**src/rtl/id_ex_stage.sv**
```systemverilog
// id_ex_stage: ID/EX pipeline register with MEM/WB operand forwarding and load-use detection.
// Define ID_EX_BUBBLE_CNT_EN to add a 32-bit bubble_cnt output counting cycles with valid_e=0.
module id_ex_stage #(
    parameter int WIDTH = 32
) (
    input  logic             clk,
    input  logic             reset,
    input  logic             stall_e,
    input  logic             flush_e,
    input  logic [WIDTH-1:0] pc_d,
    input  logic [WIDTH-1:0] rd1_d,
    input  logic [WIDTH-1:0] rd2_d,
    input  logic [WIDTH-1:0] imm_d,
    input  logic [4:0]       rs1_d,
    input  logic [4:0]       rs2_d,
    input  logic [4:0]       rd_d,
    input  logic [2:0]       alu_ctrl_d,
    input  logic             sral_d,
    input  logic             alusrc_d,
    input  logic             regwrite_d,
    input  logic             memwrite_d,
    input  logic             branch_d,
    input  logic             jump_d,
    input  logic [1:0]       resultsrc_d,
    input  logic [WIDTH-1:0] alu_result_m,
    input  logic [WIDTH-1:0] result_w,
    input  logic [4:0]       rd_m,
    input  logic [4:0]       rd_w,
    input  logic             regwrite_m,
    input  logic             regwrite_w,
    output logic [WIDTH-1:0] srca_e,
    output logic [WIDTH-1:0] srcb_e,
    output logic [2:0]       alu_ctrl_e,
    output logic             sral_e,
    output logic [WIDTH-1:0] write_data_e,
    output logic [WIDTH-1:0] pc_e,
    output logic [WIDTH-1:0] imm_e,
    output logic [4:0]       rd_e,
    output logic             regwrite_e,
    output logic             memwrite_e,
    output logic             branch_e,
    output logic             jump_e,
    output logic             valid_e,
    output logic [1:0]       resultsrc_e,
    output logic             lw_stall
`ifdef ID_EX_BUBBLE_CNT_EN
    ,
    output logic [31:0]      bubble_cnt
`endif
);
    logic [WIDTH-1:0] rd1_e, rd2_e;
    logic [4:0]       rs1_e, rs2_e;
    logic             alusrc_e;
    logic [1:0]       forward_a, forward_b;

    // A flushed bubble zeroes every field, so rs1_e/rs2_e=x0 cannot trigger forwarding.
    always_ff @(posedge clk) begin
        if (reset || flush_e) begin
            pc_e        <= '0;
            rd1_e       <= '0;
            rd2_e       <= '0;
            imm_e       <= '0;
            rs1_e       <= '0;
            rs2_e       <= '0;
            rd_e        <= '0;
            alu_ctrl_e  <= '0;
            sral_e      <= 1'b0;
            alusrc_e    <= 1'b0;
            regwrite_e  <= 1'b0;
            memwrite_e  <= 1'b0;
            branch_e    <= 1'b0;
            jump_e      <= 1'b0;
            resultsrc_e <= '0;
            valid_e     <= 1'b0;
        end else if (!stall_e) begin
            pc_e        <= pc_d;
            rd1_e       <= rd1_d;
            rd2_e       <= rd2_d;
            imm_e       <= imm_d;
            rs1_e       <= rs1_d;
            rs2_e       <= rs2_d;
            rd_e        <= rd_d;
            alu_ctrl_e  <= alu_ctrl_d;
            sral_e      <= sral_d;
            alusrc_e    <= alusrc_d;
            regwrite_e  <= regwrite_d;
            memwrite_e  <= memwrite_d;
            branch_e    <= branch_d;
            jump_e      <= jump_d;
            resultsrc_e <= resultsrc_d;
            valid_e     <= 1'b1;
        end
    end

    always_comb begin
        forward_a    = (regwrite_m && rd_m != 5'd0 && rd_m == rs1_e) ? 2'b10 :
                       (regwrite_w && rd_w != 5'd0 && rd_w == rs1_e) ? 2'b01 : 2'b00;
        forward_b    = (regwrite_m && rd_m != 5'd0 && rd_m == rs2_e) ? 2'b10 :
                       (regwrite_w && rd_w != 5'd0 && rd_w == rs2_e) ? 2'b01 : 2'b00;
        srca_e       = forward_a == 2'b10 ? alu_result_m : forward_a == 2'b01 ? result_w : rd1_e;
        write_data_e = forward_b == 2'b10 ? alu_result_m : forward_b == 2'b01 ? result_w : rd2_e;
        srcb_e       = alusrc_e ? imm_e : write_data_e;
        lw_stall     = valid_e && resultsrc_e == 2'b01 && rd_e != 5'd0 &&
                       (rd_e == rs1_d || rd_e == rs2_d);
    end

`ifdef ID_EX_BUBBLE_CNT_EN
    always_ff @(posedge clk) begin
        if (reset)
            bubble_cnt <= '0;
        else if (!valid_e)
            bubble_cnt <= bubble_cnt + 32'd1;
    end
`endif
endmodule

```
**config.mk**
```make
export PLATFORM = sky130hd
export DESIGN_NAME = id_ex_stage
export DESIGN_NICKNAME = d
export VERILOG_FILES = /design/src/rtl/id_ex_stage.sv
export SDC_FILE = /design/constraint.sdc
export NUM_CORES = 1
export LEC_CHECK = 0
export BUFFER_PORTS_ARGS = -buffer_cell sky130_fd_sc_hd__buf_2
export CORE_AREA = 2 2 161 163
export CTS_BUF_LIST = sky130_fd_sc_hd__clkbuf_8
export CTS_CLUSTER_SIZE = 24
export DETAILED_ROUTE_END_ITERATION = 6
export DIE_AREA = 0 0 163 165
export HOLD_SLACK_MARGIN = 0.1
export RECOVER_POWER = 50
export SLEW_MARGIN = 20
export SYNTH_ARGS = -nofsm -noshare
export SYNTH_HDL_FRONTEND = slang
export SYNTH_SLANG_ARGS = --single-unit
```
**constraint.sdc**
```tcl
create_clock -name clk -period 3 [get_ports clk]
set_input_delay 0.75 -clock clk [delete_from_list [all_inputs] [get_ports clk]]
set_output_delay 0.75 -clock clk [all_outputs]
set_load 0.05 [all_outputs]
```
Yosys cells after proc, flatten, opt, wreduce, memory -nomap -nowiden
Cells that the tools add are included.

operators by class
  add/sub/neg operators = 0
  multiply operators = 0
  divide/modulo/power cells = 0
  magnitude comparators = 0
  equality and inequality tests = 11
  shift operators = 0
  mux-type cells = 9
  bitwise gates (word level) = 0
  reduce and logical (&&, ||, !) cells = 14

operators with widths
  cell                                                 number
  2-to-1 mux 32 bit                                    5
  equality test 5 bit                                  6
  nonzero test 5 bit                                   3
  logical AND 1 bit                                    9
  equality test 2 x 1 -> 1 bit, second input constant  3
  equality test 2 bit, second input constant           2
  2-to-1 mux 2 bit                                     2
  logical OR 1 bit                                     2
  2-to-1 mux 1 bit                                     2

word-level totals
  flip-flop bits (word level) = 155
  latch bits = 0
  memory bits (writable) = 0
  ROM bits = 0
  input bits = 234
  output and inout port bits = 177
  logic and storage cells = 50
  memories kept = 0

Logic depth before layout (Yosys ltp)
Gate-level depths: netlist (run 1).

  depth in word-level cells = 9
  depth in mapped cells = 7
  gate-level depth less buffers = 5

Worst setup path before layout (run 1)
OpenSTA, ideal clock, no wires.

  path kind = in2out
  from = input port rs2_d[3]
  to = output port lw_stall
  arrival = 3.640 ns
  required time = 2.250 ns
  setup slack = -1.390 ns
  cell stages on the path = 5
  path buffers = 0
  path through = xnor2_1 nand3_1 nor3_1 a31oi_1 a2111oi_0

between the ends
  cells in the longest elaborated chain, start to end = 3

ends and longest elaborated chain
  element              line  source
  start, declared      15    input logic [4:0] rs2_d,
  equality test 5 bit  104   (rd_e == rs1_d || rd_e == rs2_d);
  logical OR 1 bit     104
  logical AND 1 bit    103   lw_stall = valid_e && resultsrc_e == 2'b01 && rd_e != 5'd0 &&
  end, declared        45    output logic lw_stall

Every way passes these cells.

Final worst setup path (run 1)
  from = input port rd_w[3]
  to = output port srcb_e[18]

between the ends
  cells in the longest elaborated chain, start to end = 9
  elaborated cells on any way between the ends = 11
  those cells by class = eq/ne: 3; mux: 5; reduce/logical: 3

ends and longest elaborated chain
  element                       line  source
  start, declared               28    input logic [4:0] rd_w,
  nonzero test 5 bit            99    (regwrite_w && rd_w != 5'd0 && rd_w == rs2_e) ? 2'b01 : 2'b00;
  logical AND 1 bit             99
  logical AND 1 bit (*)         99
  2-to-1 mux 1 bit (*)          99
  2-to-1 mux 2 bit (*)          98    forward_b = (regwrite_m && rd_m != 5'd0 && rd_m == rs2_e) ? 2'b10 :
  equality test 2 x 1 -> 1 bit  101   write_data_e = forward_b == 2'b10 ? alu_result_m : forward_b == 2'b01 ? result_w : rd2_e;
  2-to-1 mux 32 bit             101
  2-to-1 mux 32 bit (*)         101
  2-to-1 mux 32 bit (*)         102   srcb_e = alusrc_e ? imm_e : write_data_e;
  end, declared                 32    output logic [WIDTH-1:0] srcb_e,

Every way passes the cells marked *; elsewhere a longest branch is shown, timed or not.

==> metrics.cfg, run 1 <==
[status]
outcome = finished, violations left
violations = capacitance limit, slew limit, setup timing

[floorplan]
core_mm2 = 0.0250
die_area_mm2 = 0.0269
initial_core_util = 0.308
die_h_um = 165
num_rows = 58
io_pins = 411
die_w_um = 163

[timing]
finalClockSkew_ns = 0
setup_viol = 96
fin_crit_sh = 1.14
whs_ns = 0.496
tns_ns = -33.48
max_freq_mhz = 292
worstMarginPinSlew_ns = 1.54
period_minus_slack_ns = 3.43
hold_viol_final = 0
slew_violations = 43
slew_headroom = -0.0281
fin_ws_ns = -0.430
rsz0062_at_grt = true

[placement]
numPortBuffers = 410
hpwl_um = 23400
place_area_mm2 = 0.0118
routabilityCongestion = 0.825

[min_path]
hold_class = reg -> reg
holdCritStartpoint = valid_e

[final_layout]
nNetsFinal = 1578
fin_area_mm2 = 0.0141
syn_to_final_growth_pct = 82.3
post-route-util = 0.562
drive_above_1_share = 0.550

[grt]
grt_first_pass_wirelength_um = 47900
gr-total-overflow = 0
grt_pass1_vias = 8359
antenna_found_initial = 6
track_usage = 0.235
grt_max_degree = 62

[clocking]
cts.sinks = 155
h-tree-depth = 4
root_buffer = clkbuf_8
cts_buffer_depth = 2
cts_tree = yes
cts_buffers = 17
insertion_delay_ns = 0.46
path_clk_slew_ns = 0.09

[drt]
drt_iter0_drc = 391
drc = 0
wl_per_cell_um = 19.8
num_vias = 8371
post_drt_via_cell_ratio = 4.94
detail_route.first_pass.iterations = 5
m1WireLength_um = 13800
met2_length_um = 16500
met3WireLength_um = 2310
top_layer = met5
final_antenna_net_count = 0
wirelength_um = 33600

[logic_synthesis]
syn_area_mm2 = 0.00772
ys_ff_latch = 155
syn_nets = 1112
avgSynthCellArea_um2 = 8.79
async_flop_share = 0
synth_cells = 878
synth-edff-count = 0
yosysSeqAreaShare = 0.402
synth_cell_types = 27
ys_warn_count = 0
synth_ff_type = dfxtp_1

[setup_path]
r2r_setup_slack_ns = 1.82
endpoint = srcb_e[18]
path_max_fanout = 7
critPathArrivalTime_ns = 2.68
reg2reg_from = alusrc_e
reg2regPathDepth = 3
cp-end-kind = output pin
critical_path_required_ns = 2.25
cp-startpoint = rd_w[3]
worstSetupStartpointType = primary input
rr_endpoint = alusrc_e
crit_type = in -> out

[run]
maxCapViolCount = 1

[pwr]
worst_ir_drop_vdd_mv = 0.281
p_per_area_mw_per_mm2 = 392
finalPower_mw = 5.52
leakagePower_nw = 6.28

[layout by cell type (no fill, tap or decap), types with 18 or more instances in the layout]
master,netlist,layout
mux2i_4,0,21
nand2_1,42,42
a21oi_2,0,19
mux2i_1,209,154
buf_2,13,311
a221oi_4,0,27
xor2_1,21,21
nor3_1,30,27
buf_12,0,28
inv_1,24,24
buf_6,6,103
nor2_2,1,18
buf_4,2,45
mux2i_2,0,34
o21ai_4,0,32
nor2_1,198,165
dfxtp_1,155,154
clkbuf_8,0,19
[worst min-delay path by stage]
stage / endpoint / slack [ns] / cells past startpoint
detailed placement: pc_e[15] / 0.48 / 2
floorplan: rd1_e[0] / 0.46 / 2
global placement: pc_e[7] / 0.47 / 2
finish: valid_e / 0.50 / 2
global route: pc_e[29] / 0.49 / 3
CTS: pc_e[11] / 0.48 / 3
[through the flow]
| stage | setup slack, ns | std cells |
|---|---|---|
| after CTS | -0.432 | 1679 |
| final | -0.430 | 1693 |
| after detailed placement | -0.586 | 1624 |
| after floorplan | -0.341 | 878 |
| after global routing | -0.483 | 1689 |
| after global placement | -0.590 | 1624 |
[final cells by class]
| cell class | instances | area [µm²] |
|---|---|---|
| Fill cell | 2160 | 11000 |
| Multi-Input combinational cell | 632 | 5950 |
| Timing Repair Buffer | 514 | 4060 |
| Sequential cell | 155 | 3110 |
| Tap cell | 330 | 413 |
| Clock buffer | 19 | 262 |
| Clock inverter | 13 | 180 |
| Inverter | 24 | 90.1 |
| Antenna cell | 6 | 15.0 |
[cells by family (layout without fill, tap and decap cells)]
kind of cell    after synthesis  count (layout)  synth area share
other cells                   0               6                 0
simple gates                290             292             0.154
xor+xnor                     30              30            0.0340
compound gates              101             101            0.0853
flops                       155             155             0.402
mux                         209             209             0.271
buf+inv                      93             570            0.0541
[critical path, stage by stage]
cell and delay [ns]:
buf_6 0.09, or4_4 0.53, o21a_4 0.24, and3_4 0.20, buf_12 0.17, mux2i_4 0.21, a221oi_4 0.28, buf_6 0.20
[power breakdown]
group | internal (mW) | leakage, nW | total [mW] | switching (mW)
combinational | 0.633 | 4.80 | 1.53 | 0.896
sequential | 2.12 | 1.26 | 2.19 | 0.0609
clock | 0.894 | 0.218 | 1.80 | 0.907
[layer usage]
layer	vias up	global-route usage
met3	48	0.0665
met1	3991	0.276
met5	-	0
met2	329	0.407
li1	3999	-
met4	4	0.0841
[sequential cells by signal (all words and copies together) (netlist names), 2 cells and up]
name,count
imm_e,32
rd2_e,32
rd_e,5
alu_ctrl_e,3
rs1_e,5
rd1_e,32
pc_e,32
resultsrc_e,2
rs2_e,5
[synthesized netlist by cell type, drive strengths merged, types with 3 or more instances]
cell / n / area share
nand3: 3 / 0.0026
nand2: 42 / 0.020
and3: 11 / 0.0089
xnor2: 9 / 0.010
buf: 32 / 0.024
inv: 24 / 0.012
o21ai: 32 / 0.021
xor2: 21 / 0.024
a221oi: 32 / 0.036
clkbuf: 37 / 0.018
a21oi: 24 / 0.016
nor2: 199 / 0.097
dfxtp: 155 / 0.40
o31ai: 9 / 0.0088
nor3: 30 / 0.019
mux2i: 209 / 0.27
[timing repair]
action                                 CTS  global route
buffers inserted                        16             8
gates cloned                             7             4
setup endpoints to repair               96            96
hold buffers                             0             0
resized for setup                      292            83
pin swaps                               19            31
endpoints found under the hold margin    0             0
No activity file was read; power rests on OpenSTA's default activity.
==> run 2, diff against run 1 <==
--- a/config.mk
+++ b/config.mk
@@ -12,7 +12,6 @@
 export DETAILED_ROUTE_END_ITERATION = 6
 export DIE_AREA = 0 0 163 165
 export HOLD_SLACK_MARGIN = 0.1
-export RECOVER_POWER = 50
 export SLEW_MARGIN = 20
 export SYNTH_ARGS = -nofsm -noshare
 export SYNTH_HDL_FRONTEND = slang
==> metrics.cfg, run 2 (synthesized netlist as in run 1, its figures left out) <==
[status]
outcome = finished, violations left
violations = setup timing

[timing]
fin_ws_ns = -0.430  ; -0.0000780 ns
finalClockSkew_ns = 0  ; unchanged
hold_viol_final = 0  ; unchanged
fin_crit_sh = 1.14  ; about the same
rsz0062_at_grt = true
max_freq_mhz = 292  ; about the same
slew_headroom = 0.642  ; +0.671
worstMarginPinSlew_ns = 0.536  ; -1.01 ns
setup_viol = 96  ; unchanged
slew_violations = 0  ; -100%
period_minus_slack_ns = 3.43  ; +0.0000780 ns

[clocking]
path_clk_slew_ns = 0.09  ; about the same
cts_hold_buf = 0  ; unchanged
cts_buffer_depth = 2  ; unchanged
cts.sinks = 155  ; unchanged
insertion_delay_ns = 0.46  ; about the same
h-tree-depth = 4  ; unchanged
cts_tree = yes
root_buffer = clkbuf_8
cts_buffers = 17  ; unchanged

[drt]
num_vias = 8346  ; -0.30%
top_layer = met5
post_drt_via_cell_ratio = 4.93  ; -0.30%
drt_iter0_drc = 407  ; +4.1%
met2_length_um = 16500  ; -0.25%
final_antenna_net_count = 0  ; unchanged
m1WireLength_um = 13800  ; about the same
wl_per_cell_um = 19.8  ; about the same
drc = 0  ; unchanged
met3WireLength_um = 2320  ; +0.65%
detail_route.first_pass.iterations = 4  ; -1
wirelength_um = 33600  ; about the same

[pwr]
switching_share = 0.338  ; about the same
leakagePower_nw = 6.30  ; +0.34%
finalPower_mw = 5.52  ; about the same
internal_power_mw = 3.65  ; about the same
clock_power_share = 0.326  ; about the same
p_sw_mw = 1.86  ; about the same
p_per_area_mw_per_mm2 = 391  ; -0.29%
worst_ir_drop_vdd_mv = 0.281  ; about the same
pwr-share-comb = 0.278  ; about the same
seqPwrFrac = 0.396  ; about the same

[grt]
grt_pass1_vias = 8359  ; unchanged
grt_first_pass_wirelength_um = 47900  ; unchanged
track_usage = 0.235  ; unchanged
antenna_found_initial = 6  ; unchanged
gr-total-overflow = 0  ; unchanged
grt_max_degree = 62  ; unchanged

[setup_path]
crit_type = in -> out
worstSetupStartpointType = primary input
critPathArrivalTime_ns = 2.68  ; about the same
cp-end-kind = output pin
path_max_fanout = 7  ; unchanged
critical_path_required_ns = 2.25  ; about the same

[placement]
placedCellCount = 1624  ; unchanged
hpwl_um = 23400  ; unchanged
routabilityCongestion = 0.825  ; unchanged
numPortBuffers = 410  ; unchanged

[floorplan]
io_pins = 411  ; unchanged
die_w_um = 163  ; unchanged
initial_core_util = 0.308  ; unchanged
die_h_um = 165  ; unchanged
core_mm2 = 0.0250  ; unchanged
die_area_mm2 = 0.0269  ; unchanged
num_rows = 58  ; unchanged

[run]
maxCapViolCount = 0  ; -1

[final_layout]
syn_to_final_growth_pct = 83.0
multi_input_area_mm2 = 0.00595  ; unchanged
final-instance-count-excl-fill = 1693  ; unchanged
final_cell_mix = buf_2 (311), nor2_1 (165), mux2i_1 (154), dfxtp_1 (154), buf_6 (103)
drive_above_1_share = 0.550  ; +0.000737
nNetsFinal = 1578  ; unchanged
final_common_cell = buf_2
seq_area_mm2 = 0.00311  ; unchanged
num-fill-cells = 2152  ; -0.37%

[min_path]
hold_class = reg -> reg

==> run 2: changes by cell type in the layout (fill, tap and decap cells not counted), sizes merged <==
cell    previous run  this run
buf              506       510
clkbuf            27        23
==> run 2: critical path, stage by stage <==
cell and delay [ns]:
buf_6 0.09, or4_4 0.53, o21a_4 0.24, and3_4 0.20
buf_12 0.17, mux2i_4 0.21, a221oi_4 0.28, buf_6 0.20
==> run 2: metal layers <==
layer	track usage	vias to the layer above
met5	0	-
met4	0.0841	4
met3	0.0665	50
met2	0.407	328
met1	0.276	3965
li1	-	3999
==> run 2: final timing paths <==
path,start,end,slack [ns],cells past startpoint
max,rd_w[3],srcb_e[18],-0.43,8
min,valid_e,valid_e,0.50,2
max reg2reg,alusrc_e,alusrc_e,1.81,3
min reg2reg,valid_e,valid_e,0.50,2
==> run 2: through the flow <==
step	instance area [µm²]	worst slack, ns	TNS [ns]	utilization	hold slack [ns]
floorplan	8830	-0.341	-19.57	-	0.463
global placement	11800	-0.590	-43.96	0.472	0.469
detailed placement	11800	-0.586	-44.84	0.472	0.479
CTS	13600	-0.432	-34.69	0.545	0.483
global route	14100	-0.483	-37.49	0.564	0.490
finish	14100	-0.430	-33.49	0.564	0.497
==> run 2: area by class of cell <==
cell class / instances / share of cell area
antenna: 6 / 0.00106
clock buffer: 19 / 0.0185
inverter: 24 / 0.00638
multi-input combinational: 632 / 0.421
tap: 330 / 0.0292
clock inverter: 13 / 0.0128
sequential: 155 / 0.220
timing repair buffer: 514 / 0.291
==> run 2: timing repair <==
| action | CTS | global route |
|---|---|---|
| endpoints found under the setup margin | 96 | 96 |
| pin swaps | 19 | 31 |
| resized for setup | 292 | 83 |
| buffers inserted | 16 | 8 |
| gates cloned | 7 | 4 |
==> run 2: power by group through the flow <==
stage          logic, mW  clock network (mW)  registers, mW
6_report            1.53                1.80           2.19
5_1_grt             1.61                1.95           2.19
4_1_cts             1.49                1.86           2.18
3_5_place_dp        1.33                   0           2.22
3_3_place_gp        1.32                   0           2.22
2_1_floorplan      0.740                   0           2.33
==> run 3, diff against run 2 <==
--- a/config.mk
+++ b/config.mk
@@ -12,6 +12,7 @@
 export DETAILED_ROUTE_END_ITERATION = 6
 export DIE_AREA = 0 0 163 165
 export HOLD_SLACK_MARGIN = 0.1
+export SKIP_CTS_REPAIR_TIMING = 1
 export SLEW_MARGIN = 20
 export SYNTH_ARGS = -nofsm -noshare
 export SYNTH_HDL_FRONTEND = slang
==> metrics.cfg, run 3 (synthesized netlist as in run 1, its figures left out) <==
[status]
outcome = finished, violations left
violations = setup timing

[clocking]
insertion_delay_ns = 0.46  ; about the same
cts_buffers = 17  ; unchanged
root_buffer = clkbuf_8
cts.sinks = 155  ; unchanged
cts_buffer_depth = 2  ; unchanged
cts_tree = yes
h-tree-depth = 4  ; unchanged
path_clk_slew_ns = 0.10  ; about the same

[setup_path]
cp_common_cell = buf_6
path_max_fanout = 9  ; +2
reg2reg_from = alusrc_e
crit_chain = buf_6 > or4_4 > o21a_4 > and3_4 > buf_6 > mux2i_2 > a21oi_2 > buf_6
r2r_setup_slack_ns = 1.81  ; about the same
worst-path-buf-inv = 3  ; unchanged
reg2regPathDepth = 3  ; unchanged
crit_type = in -> out
max_stage_delay_ns = 0.53  ; about the same
rr_endpoint = alusrc_e
critPathArrivalTime_ns = 2.70  ; +0.02 ns
cp-end-kind = output pin
worstSetupStartpointType = primary input
critPathSlowestCell = or4_4
critical_path_required_ns = 2.25  ; about the same
critPathTopFamily = simple AND/OR/NAND/NOR gates

[final_layout]
nNetsFinal = 1566  ; -0.76%
final_common_cell = buf_2
seq_area_mm2 = 0.00311  ; unchanged
final_cell_mix = buf_2 (312), nor2_1 (179), mux2i_1 (158), dfxtp_1 (154), buf_6 (101)
drive_above_1_share = 0.532  ; -0.0189
multi_input_area_mm2 = 0.00585  ; -1.7%
syn_to_final_growth_pct = 78.7
post-route-util = 0.551  ; -0.0133
num-fill-cells = 2206  ; +2.5%
final-instance-count-excl-fill = 1679  ; -0.83%

[grt]
grt_pass1_vias = 7783  ; -6.9%
antenna_found_initial = 6  ; unchanged
grt_max_degree = 62  ; unchanged
gr-total-overflow = 0  ; unchanged
track_usage = 0.217  ; -0.0175
grt_first_pass_wirelength_um = 44500  ; -7.1%

[placement]
dp_worst_setup_slack_ns = -0.586  ; unchanged
placedCellCount = 1624  ; unchanged
numPortBuffers = 410  ; unchanged
routabilityCongestion = 0.825  ; unchanged
hpwl_um = 23400  ; unchanged

[floorplan]
die_h_um = 165  ; unchanged
die_w_um = 163  ; unchanged
io_pins = 411  ; unchanged
die_area_mm2 = 0.0269  ; unchanged
num_rows = 58  ; unchanged
core_mm2 = 0.0250  ; unchanged
initial_core_util = 0.308  ; unchanged

[pwr]
p_per_area_mw_per_mm2 = 398  ; +1.8%
leakagePower_nw = 6.18  ; -2.0%
worst_ir_drop_vdd_mv = 0.280  ; -0.48%

[timing]
finalClockSkew_ns = 0  ; unchanged
fin_ws_ns = -0.448  ; -0.0183 ns
rsz0062_at_grt = true
period_minus_slack_ns = 3.45  ; +0.0183 ns
slew_violations = 0  ; unchanged
hold_viol_final = 0  ; unchanged
slew_headroom = 0.654  ; +0.0111
max_freq_mhz = 290  ; -0.53%
fin_crit_sh = 1.15  ; +0.00608
worstMarginPinSlew_ns = 0.520  ; -0.0167 ns
setup_viol = 96  ; unchanged

[drt]
final_antenna_net_count = 0  ; unchanged
num_vias = 8193  ; -1.8%
post_drt_via_cell_ratio = 4.88  ; -1.0%
wl_per_cell_um = 19.3  ; -2.7%
detail_route.first_pass.iterations = 5  ; +1
wirelength_um = 32400  ; -3.5%
drc = 0  ; unchanged
drt_iter0_drc = 422  ; +3.7%

[min_path]
hold_class = reg -> reg
holdPathStages = 2  ; unchanged
hold_end = pc_e[15]
holdCritStartpoint = pc_e[15]

[run]
maxCapViolCount = 0  ; unchanged

## run 3: cell types whose count changed in the layout (fill, tap and decap cells not counted), sizes merged
cell,previous run,this run
buf,510,492
and3,12,11
diode,6,4
clkbuf,23,30
## run 3: through the flow
stage / area (µm²) / TNS, ns / total power [mW] / hold slack [ns]
after detailed placement: 11800 / -44.84 / 3.55 / 0.479
final: 13800 / -34.04 / 5.49 / 0.498
after global routing: 13800 / -38.17 / 5.72 / 0.489
after CTS: 12300 / -45.16 / 5.37 / 0.483
after global placement: 11800 / -43.96 / 3.54 / 0.469
after floorplan: 8830 / -19.57 / 3.07 / 0.463
## run 3: how the worst max path moves through the flow
stage,startpoint,to,slack (ns),cells past startpoint
floorplan,rd_w[1],srcb_e[11],-0.34,7
global placement,rd_m[0],write_data_e[5],-0.59,8
detailed placement,rd_m[0],write_data_e[5],-0.59,8
CTS,rd_m[0],write_data_e[5],-0.59,8
global route,rd_w[3],srcb_e[18],-0.48,8
finish,rd_w[3],write_data_e[22],-0.45,8
## run 3: report_power, final
| part | switching [mW] | internal [mW] | total [mW] | leakage [nW] |
|---|---|---|---|---|
| clock network | 0.912 | 0.894 | 1.81 | 0.218 |
| logic | 0.880 | 0.618 | 1.50 | 4.70 |
| registers | 0.0593 | 2.12 | 2.18 | 1.26 |
| total | 1.85 | 3.64 | 5.49 | 6.18 |
## run 3: routing by layer
layer,track usage,wire length [µm],vias up
met3,0.0623,2370,35
met2,0.373,15900,311
met5,0,24,-
li1,-,-,3972
met1,0.264,13500,3871
met4,0.0623,535,4
## run 3: layout make-up
class                      instances  share of cell area
multi-input combinational        631               0.424
timing repair buffer             503               0.281
sequential                       155               0.225
tap                              330              0.0299
clock buffer                      19              0.0190
clock inverter                    13              0.0131
inverter                          24             0.00653
antenna                            4            0.000726
## run 3: worst register-to-register path, delay by kind of cell (launching register included)
family,cells,cell delay (ns)
buffers and inverters,1,0.39
multiplexers,1,0.13
flip-flops,1,0.52
AND/OR/NAND/NOR,1,0.09
